==> src/rtl/seq_multiplier_16x16_pkg.sv <==
// Shared types and constants for the
// shift-and-add multiplier.
package seq_multiplier_16x16_pkg;

  localparam int WIDTH_DEF = 16;

  typedef enum logic [1:0] {
    IDLE = 2'b00,
    RUN  = 2'b01,
    DONE = 2'b10
  } state_t;

  // Product width for a given operand width.
  function automatic int prod_w(input int w);
    return 2 * w;
  endfunction

endpackage

==> src/rtl/seq_multiplier_16x16_datapath.sv <==
// Operand shift registers, accumulator and adder
// for the shift-and-add multiplier.
module mult_datapath
  import seq_multiplier_16x16_pkg::*;
#(
  parameter int WIDTH = WIDTH_DEF,
  localparam int PW = prod_w(WIDTH)
) (
  input  logic             clk,
  input  logic             reset,
  input  logic             load,
  input  logic             step,
  input  logic [WIDTH-1:0] a,
  input  logic [WIDTH-1:0] b,
  output logic [PW-1:0]    sum
);

  logic [PW-1:0]    mcd;
  logic [WIDTH-1:0] mlr;
  logic [PW-1:0]    acc;

  // Accumulator plus multiplicand when the current
  // multiplier bit is set; also the final result on
  // the last step.
  always_comb begin
    sum = acc;
    if (mlr[0]) sum = acc + mcd;
  end

  // Load operands on acceptance, then consume one
  // multiplier bit per step.
  always_ff @(posedge clk) begin
    if (reset) begin
      mcd <= '0;
      mlr <= '0;
      acc <= '0;
    end else if (load) begin
      mcd <= PW'(a);
      mlr <= b;
      acc <= '0;
    end else if (step) begin
      acc <= sum;
      mcd <= mcd << 1;
      mlr <= mlr >> 1;
    end
  end

endmodule

==> src/rtl/seq_multiplier_16x16.sv <==
// Sequential unsigned multiplier: control FSM,
// iteration counter and registered product.
module seq_multiplier_16x16
  import seq_multiplier_16x16_pkg::*;
#(
  parameter int WIDTH = WIDTH_DEF,
  localparam int PW = prod_w(WIDTH),
  localparam int CW = $clog2(WIDTH) + 1
) (
  input  logic             clk,
  input  logic             reset,
  input  logic             start,
  input  logic [WIDTH-1:0] a,
  input  logic [WIDTH-1:0] b,
  output logic             busy,
  output logic             done,
  output logic             reg_load,
  output logic [PW-1:0]    product
);

  state_t        state;
  state_t        nxt;
  logic [CW-1:0] cnt;
  logic          load;
  logic          step;
  logic          last;
  logic [PW-1:0] sum;

  assign load = (state == IDLE) && start;
  assign step = (state == RUN);
  assign last = step && (cnt == CW'(WIDTH - 1));

  mult_datapath #(
    .WIDTH(WIDTH)
  ) u_dp (
    .clk  (clk),
    .reset(reset),
    .load (load),
    .step (step),
    .a    (a),
    .b    (b),
    .sum  (sum)
  );

  // State register.
  always_ff @(posedge clk) begin
    if (reset) state <= IDLE;
    else       state <= nxt;
  end

  // Next-state logic.
  always_comb begin
    nxt = state;
    unique case (state)
      IDLE:    if (start) nxt = RUN;
      RUN:     if (last)  nxt = DONE;
      DONE:    nxt = IDLE;
      default: nxt = IDLE;
    endcase
  end

  // Status outputs decoded from registered state.
  always_comb begin
    busy     = 1'b0;
    done     = 1'b0;
    reg_load = 1'b0;
    unique case (state)
      IDLE: ;
      RUN:  busy = 1'b1;
      DONE: begin
        busy     = 1'b1;
        done     = 1'b1;
        reg_load = 1'b1;
      end
      default: ;
    endcase
  end

  // Iteration counter, cleared on every acceptance.
  always_ff @(posedge clk) begin
    if (reset)     cnt <= '0;
    else if (load) cnt <= '0;
    else if (step) cnt <= cnt + 1'b1;
  end

  // Product only ever takes a completed result.
  always_ff @(posedge clk) begin
    if (reset)     product <= '0;
    else if (last) product <= sum;
  end

endmodule

==> config.mk <==
export PLATFORM = sky130hd
export DESIGN_NAME = seq_multiplier_16x16
export DESIGN_NICKNAME = d
export VERILOG_FILES = /design/src/rtl/seq_multiplier_16x16_pkg.sv /design/src/rtl/seq_multiplier_16x16_datapath.sv /design/src/rtl/seq_multiplier_16x16.sv
export SDC_FILE = /design/constraint.sdc
export NUM_CORES = 1
export LEC_CHECK = 0
export CORE_MARGIN = 2
export CORE_UTILIZATION = 55
export CTS_BUF_LIST = sky130_fd_sc_hd__clkbuf_4 sky130_fd_sc_hd__clkbuf_8 sky130_fd_sc_hd__clkbuf_16
export DETAILED_ROUTE_END_ITERATION = 12
export PLACE_DENSITY = 0.75
export SLEW_MARGIN = 20
export SYNTH_ARGS = -nofsm -noshare
export SYNTH_HDL_FRONTEND = slang
export SYNTH_SLANG_ARGS = --single-unit
==> constraint.sdc <==
create_clock -name clk -period 3.1 [get_ports clk]
set_input_delay 0.93 -clock clk [delete_from_list [all_inputs] [get_ports clk]]
set_output_delay 0.93 -clock clk [all_outputs]
set_load 0.005 [all_outputs]
Word-level counts from Yosys, hierarchy flattened

Index checks and enable logic that the tools add are counted.

Register bits after elaboration: 119

Add/sub/neg operators: 2
Equality and inequality tests: 5
Multiplexer cells: 10
Reductions and logical operators: 7

Operators by type and width:

| cell                                                                     | count |
|---|---|
| 16-bit 2-to-1 mux                                                        | 4 |
| 32-bit adder                                                             | 1 |
| 32-bit 2-to-1 mux                                                        | 1 |
| 5-bit by 1-bit adder with 5-bit output (second input constant)           | 1 |
| 5-bit by 4-bit == test with 1-bit output (second input constant)         | 1 |
| 2-bit 2-to-1 mux                                                         | 2 |
| 2-bit case mux with 2 select lines                                       | 1 |
| 2-bit OR reduction                                                       | 2 |
| 2-bit by 1-bit == test with 1-bit output (second input constant)         | 1 |
| 2-bit == test (second input constant)                                    | 1 |
| 1-bit logical AND                                                        | 2 |
| 2-bit zero test                                                          | 1 |
| 1-bit 2-to-1 mux                                                         | 2 |
| 2-bit by 1-bit inequality test with 1-bit output (second input constant) | 1 |
| 2-bit inequality test (second input constant)                            | 1 |
| 2-bit AND reduction                                                      | 1 |
| 2-bit nonzero test                                                       | 1 |

Logic depth before layout (Yosys ltp)

Gate-level depths: netlist of run 1.

Depth in word-level cells: 4
Mapped depth: 11

Cells and area by module

A second synthesis of run 1 with hierarchy kept.

Cell total of the unflattened synthesis: 841
Area total of the unflattened synthesis: 7055.5 um2

By module, submodules not included:

| module               | instances | cells an instance | area each (um2) | seq. area each (um2) |
|---|---|---|---|---|
| mult_datapath        | 1         | 658               | 5385.2          | 1601.5 |
| seq_multiplier_16x16 | 1         | 183               | 1670.4          | 780.7 |

Worst setup path before layout of run 1

Ideal clock, no wire load.

Path kind: reg2reg
Start point: reg u_dp.acc[0]
End point: reg product[24]
Data arrival time: 2.626 ns
Data required time: 3.014 ns
Path slack: 0.389 ns
Cell stages (with the launch flop): 12
Clock period less this slack: 2.711 ns
Path through: dfxtp_1 > ha_1 > fa_1 > a21oi_1 > o21ai_1 > a211o_4 > a211oi_2 > a211oi_2 > a221oi_2 > xnor2_1 > mux2i_1 > a211oi_1

Word-level cells in the longest chain between the ends: 2

Ends and longest elaborated chain:

| item                     | RTL line                            | text |
|---|---|---|
| start: declaration       | seq_multiplier_16x16_datapath.sv:20 | `logic [PW-1:0] acc;` |
| start signal: assignment | seq_multiplier_16x16_datapath.sv:42 | `acc <= sum;` |
| 32-bit adder             | seq_multiplier_16x16_datapath.sv:27 | `if (mlr[0]) sum = acc + mcd;` |
| 32-bit 2-to-1 mux        | seq_multiplier_16x16_datapath.sv:27 |  |
| end signal: assignment   | seq_multiplier_16x16.sv:89          | `else if (last) product <= sum;` |
| end: declaration         | seq_multiplier_16x16.sv:18          | `output logic [PW-1:0] product` |

No other way between the ends.
A chain may end at the register's enable or synchronous reset.

Worst setup path after layout of run 1

Start point: reg u_dp.acc[0]
End point: reg product[28]

The elaborated chain is that of the path after synthesis.

==> results.cfg, run 1 <==
[floorplanning]
ios = 70
start_util_pct = 56.1
core_sq_mm = 0.0114
die-area_sq_mm = 0.0125
row_count = 39
die_y_microns = 112
die_w_microns = 112

[setup_path]
worstSetupStartpointType = flip-flop
slowest_stage = a311o_1
cp.required_ns = 3.43
cp_data_arrival_time_ns = 3.26
slowest_delay_ns = 0.41
crit_chain = ha_1 -> fa_2 -> a21oi_2 -> o21ai_1 -> a211o_4 -> a211oi_2 -> a211oi_2 -> a311o_1 -> xor2_2 -> nor2_1 -> nor4_2
crit_path_frequent_cell = a211oi_2
setup.worst_path.end_class = flip-flop
criticalPathCategory = flip-flop to flip-flop
worstPathMaxFanout = 6

[grt]
grt_pass1_wl_mm = 25.9
grt-ovfl-total = 0
grt_antenna_before_repair = 0
grt_pass1_vias = 5454
grt_max_degree = 67
grt_use_total_pct = 25.3

[placed_design]
gp_congestion = 0.925
dp.cells = 909
hpwl_mm = 10.7
io_buffers = 69
post-place-ws_ns = 0.124

[final_layout]
drive_gt1_share_pct = 8.28
fill_cells = 992
layout_commonest_cell = dfxtp_1
nNetsFinal = 858
antenna_cells = 0
area_delta_synth_final_pct = 22.1
layout_common_cells = 118 x dfxtp_1, 108 x nor2_1, 72 x mux2i_1
fin_cells = 940

[logic_synthesis]
async_flop_share_pct = 0
yosysTopAreaCellShare_pct = 37.2
yosysSeqAreaShare_pct = 37.2
synthCells = 737
synthesis.nets = 810
synth-seq-cells = 119
synth.distinct_cells = 53
netlist_area_sq_mm = 0.00641
post-synth-top-area-cell = dfxtp_1
synth_ff_type = dfxtp_1
yosys_warnings = 0
synth.avg_cell_area_sq_um = 8.70
synth_edf_count = 0
ys_top_cells_by_area = dfxtp_1 37%, mux2i_1 11%, a211oi_1 7.7%, ha_1 7.2%, nor2_1 6.3%

[clock_network]
path_clk_slew_ns = 0.06
cts.sinks = 119
clock_latency_ns = 0.42
ctsResizeCount = 0
cts_max_path_buffers = 2
htree_num_levels = 4
cts_setup_buffers = 0
tritoncts = done
cts-root-buf = clkbuf_16
cts-hold-fix-buffers = 0
cts_buffers = 17

[route]
drc_errors = 0
wl_mm = 15.8
firstDrtPassIters = 4
vias_per_cell = 5.90
final_antenna_net_count = 0
dr.first_iter.drc_count = 333
wl_per_cell_microns = 16.8
num_vias = 5542

[sta]
fmax_mhz = 342
layout_setup_ws_ns = 0.174
report.final.slew_viol_count = 0
final_hold_viol_count = 0
finalSetupViolCount = 0
skew_ns = 0.00564
period_share_pct = 94.4
hold-worst-slack_ns = 0.464
final.min_clock_period_ns = 2.93
relSlewSlack_pct = 44.0
worst_slew_pin_slew_ns = 0.838

[run]
maxCapViolations = 0

[worst_hold_path]
hold_class = flip-flop to flip-flop

[power]
p_per_area_mw_per_mm2 = 553
peakVddDrop_uv = 375
power_mw = 4.33
total_leakage_power_nw = 2.94

[run_status]
status = finished, final reports clean
metal layers:
metal / vias to the layer above / global-route usage (%) / share of wire (%)
li1: 2754 / - / -
met1: 2642 / 33.0 / 47
met2: 120 / 41.1 / 48
met3: 26 / 5.99 / 3.9
met4: 0 / 9.43 / 1.7
met5: - / 0 / 0
cells in the mapped netlist (2+ instances only):
cell      number
dfxtp_1      119
nor2_1       108
mux2i_1       72
a211oi_1      66
a21oi_1       64
nand2_1       63
ha_1          37
clkbuf_1      36
xnor2_1       24
o21ai_0       12
a21o_1        10
buf_1         10
inv_1         10
nor3_1         9
xor2_1         9
nand2b_1       7
nand3_1        7
and2_1         6
a31oi_1        5
and3_1         5
nor4_1         5
o211ai_1       5
a211oi_2       4
nor2b_1        4
o21bai_1       4
nand4_1        3
o21ai_1        3
a311o_1        2
and3_4         2
o21a_1         2
or3_1          2
power by group:
group | leakage, nW | internal [mW] | switching (mW) | total [mW]
registers | 0.967 | 1.60 | 0.0550 | 1.66
logic | 1.66 | 0.265 | 0.352 | 0.617
clock network | 0.308 | 1.37 | 0.688 | 2.06
total | 2.94 | 3.23 | 1.10 | 4.33
per-stage QoR:
stage          setup TNS [ns]  area (sq um)  utilization, %
5_1_grt              -0.00729          7830            68.5
4_1_cts                     0          7800            68.3
2_1_floorplan               0          6410               -
3_3_place_gp                0          7190            63.0
3_5_place_dp                0          7190            63.0
6_report                    0          7830            68.5
flip-flops by register name (all words and copies together) (netlist names):
signal and cells:
product 32, cnt 5, state 2, u_dp.mlr 16, u_dp.mcd 32, u_dp.acc 32
critical path: cells and delay by family (launching register included):
| kind | cells | cell delay, ns |
|---|---|---|
| flip-flops | 1 | 0.32 |
| AND/OR/NAND/NOR | 2 | 0.28 |
| XOR/XNOR | 1 | 0.17 |
| AO/OA/AOI/OAI | 6 | 1.42 |
| adder cells (fa/ha/maj) | 2 | 0.64 |
final cells by class:
type / count / area [sq um] / share of cell area (%)
multi-input combinational: 560 / 3850 / 49.1
sequential: 119 / 2380 / 30.5
timing repair buffer: 77 / 771 / 9.85
clock buffer: 21 / 455 / 5.82
tap: 143 / 179 / 2.29
clock inverter: 10 / 154 / 1.97
inverter: 10 / 37.5 / 0.480
kinds of logic after synthesis:
| kind of cell | synth area share, % |
|---|---|
| simple gates | 15.1 |
| compound gates | 21.0 |
| flops | 37.2 |
| mux | 11.2 |
| buf+inv | 3.47 |
| fa+ha+maj | 7.53 |
| xor+xnor | 4.51 |
path summary, 6_finish.rpt:
path	start	endpoint	slack (ns)	depth (start not counted)
setup / recovery	u_dp.acc[0]$_SDFFE_PP0P_	product[28]$_SDFFE_PP0P_	0.17	11
setup reg to reg	u_dp.acc[0]$_SDFFE_PP0P_	product[28]$_SDFFE_PP0P_	0.17	11
hold reg to reg	product[7]$_SDFFE_PP0P_	product[7]$_SDFFE_PP0P_	0.46	2
hold / removal	product[7]$_SDFFE_PP0P_	product[7]$_SDFFE_PP0P_	0.46	2
(Power assumes the default switching activity.)
==> run 2: changes to the inputs <==
CTS_CLUSTER_SIZE = 28   (was not set)
==> results of run 2 <==
The final DEF is identical to that of run 1; final timing and power are the same.
==> run 3: changes to the inputs <==
CORE_MARGIN = 3   (was 2)
==> run 3 against run 2 <==
Setup slack worse by 0.016 ns. Die area up 3.6%. Via count up 0.88%. Critical path depth unchanged. Register-to-register slack worse by 0.02 ns. Sequential cell count unchanged. Design area down 0.18%. Count of clock-buffer cells in the layout down 2. Non-clock buffer count up 2. Sequential share of layout area up 0.054 points. Combinational power about the same.
==> results.cfg, run 3 (synthesis results as in run 1) <==
[floorplanning]
core_sq_mm = 0.0111
ios = 70
start_util_pct = 57.6
die-area_sq_mm = 0.0130
die_y_microns = 114
row_count = 38
die_w_microns = 114

[route]
firstDrtPassIters = 9
drc_errors = 0
num_vias = 5591
dr.first_iter.drc_count = 366
wl_per_cell_microns = 16.7
vias_per_cell = 5.95
wl_mm = 15.7
final_antenna_net_count = 0

[sta]
finalSetupViolCount = 0
fmax_mhz = 340
final_hold_viol_count = 0
finalSetupTns_ns = 0
skew_ns = 0.00806
hold-worst-slack_ns = 0.454
worst_slew_pin_slew_ns = 0.867
final.min_clock_period_ns = 2.94
report.final.slew_viol_count = 0
period_share_pct = 94.9
relSlewSlack_pct = 42.1
layout_setup_ws_ns = 0.158

[setup_path]
criticalPathCategory = flip-flop to flip-flop
worst-path-buf-inv = 0
slowest_delay_ns = 0.44
crit_path_frequent_cell = a211oi_2
crit_family = compound AO/OA/AOI/OAI gates
slowest_stage = fa_1
cp.depth = 11
setup.worst_path.end_class = flip-flop
worstSetupStartpointType = flip-flop
worstPathMaxFanout = 6
cp_data_arrival_time_ns = 3.28
cp.required_ns = 3.44
rr_worst_depth = 11
crit_chain = ha_1 -> fa_1 -> a21oi_2 -> o21ai_1 -> a211o_4 -> a211oi_2 -> a211oi_2 -> a221oi_2 -> xnor2_1 -> mux2i_1 -> a211oi_1

[final_layout]
multi_input_area_sq_mm = 0.00383
antenna_cells = 0
biggestRegsByFlops = product: 32 flops, u_dp.acc: 32 flops, u_dp.mcd: 32 flops
fill_cells = 918
nNetsFinal = 860
area_delta_synth_final_pct = 21.9
drive_gt1_share_pct = 8.25
regArea_sq_mm = 0.00238
layout_common_cells = 118 x dfxtp_1, 108 x nor2_1, 72 x mux2i_1
fin_area_sq_mm = 0.00781
layout_commonest_cell = dfxtp_1

[clock_network]
cts-hold-fix-buffers = 0
cts.sinks = 119
htree_num_levels = 4
tritoncts = done
clock_latency_ns = 0.42
cts_max_path_buffers = 2
cts_buffers = 17
cts-root-buf = clkbuf_16
path_clk_slew_ns = 0.06

[power]
peakVddDrop_uv = 578
p_per_area_mw_per_mm2 = 559
total_leakage_power_nw = 2.93

[run]
maxCapViolations = 0

[placed_design]
hpwl_mm = 10.7
place_area_sq_mm = 0.00718
io_buffers = 69
gp_congestion = 0.896
post-place-ws_ns = 0.191

[grt]
grt_use_total_pct = 24.9
grt_pass1_wl_mm = 26.0
grt_antenna_before_repair = 0
grt_max_degree = 60
grt_pass1_vias = 5367
grt-ovfl-total = 0

[worst_hold_path]
hold_depth = 2
hold_class = flip-flop to flip-flop

[run_status]
status = finished, final reports clean
==> run 3: layer usage <==
layer	vias to the layer above	wire, microns	track usage (%)
li1	2748	-	-
met1	2673	7480	33.2
met2	143	7230	39.6
met3	27	732	5.62
met4	0	294	8.87
met5	-	0	0
==> run 3: timing repair <==
item                                    4_1_cts  5_1_grt
endpoints found under the setup margin        0        4
resized for setup                             0        2
buffers inserted                              0        0
==> run 3: path summary, 6_finish.rpt <==
check	end	slack (ns)	start
setup / recovery	product[24]$_SDFFE_PP0P_	0.16	u_dp.acc[0]$_SDFFE_PP0P_
hold reg to reg	product[7]$_SDFFE_PP0P_	0.45	product[7]$_SDFFE_PP0P_
setup reg to reg	product[24]$_SDFFE_PP0P_	0.16	u_dp.acc[0]$_SDFFE_PP0P_
hold / removal	product[7]$_SDFFE_PP0P_	0.45	product[7]$_SDFFE_PP0P_
==> run 3: area by class of cell <==
| type | count | area share [%] |
|---|---|---|
| multi-input cells | 560 | 49.0 |
| repair buffers | 79 | 9.74 |
| clock buffers | 19 | 5.72 |
| well taps | 140 | 2.24 |
| inverters | 10 | 0.480 |
| flip-flops and latches | 119 | 30.5 |
| clock inverters | 13 | 2.29 |
==> run 3: per-stage QoR <==
stage	total power, mW	std cells	utilization [%]
floorplan	2.12	737	-
global placement	2.28	908	64.5
CTS	4.38	940	70.2
detailed placement	2.29	908	64.5
global route	4.52	940	70.2
finish	4.36	940	70.2
==> run 3: worst reg2reg max path, cell delays in order (launching register included) <==
cell	delay [ns]
dfxtp_1	0.33
ha_1	0.25
fa_1	0.44
a21oi_2	0.19
o21ai_1	0.13
a211o_4	0.39
a211oi_2	0.22
a211oi_2	0.10
a221oi_2	0.32
xnor2_1	0.17
mux2i_1	0.11
a211oi_1	0.22
==> run 3: power by group <==
group,total (mW),internal (mW),switching (mW)
clock network,2.09,1.37,0.725
registers,1.65,1.60,0.0538
logic,0.618,0.262,0.356
total,4.36,3.23,1.13
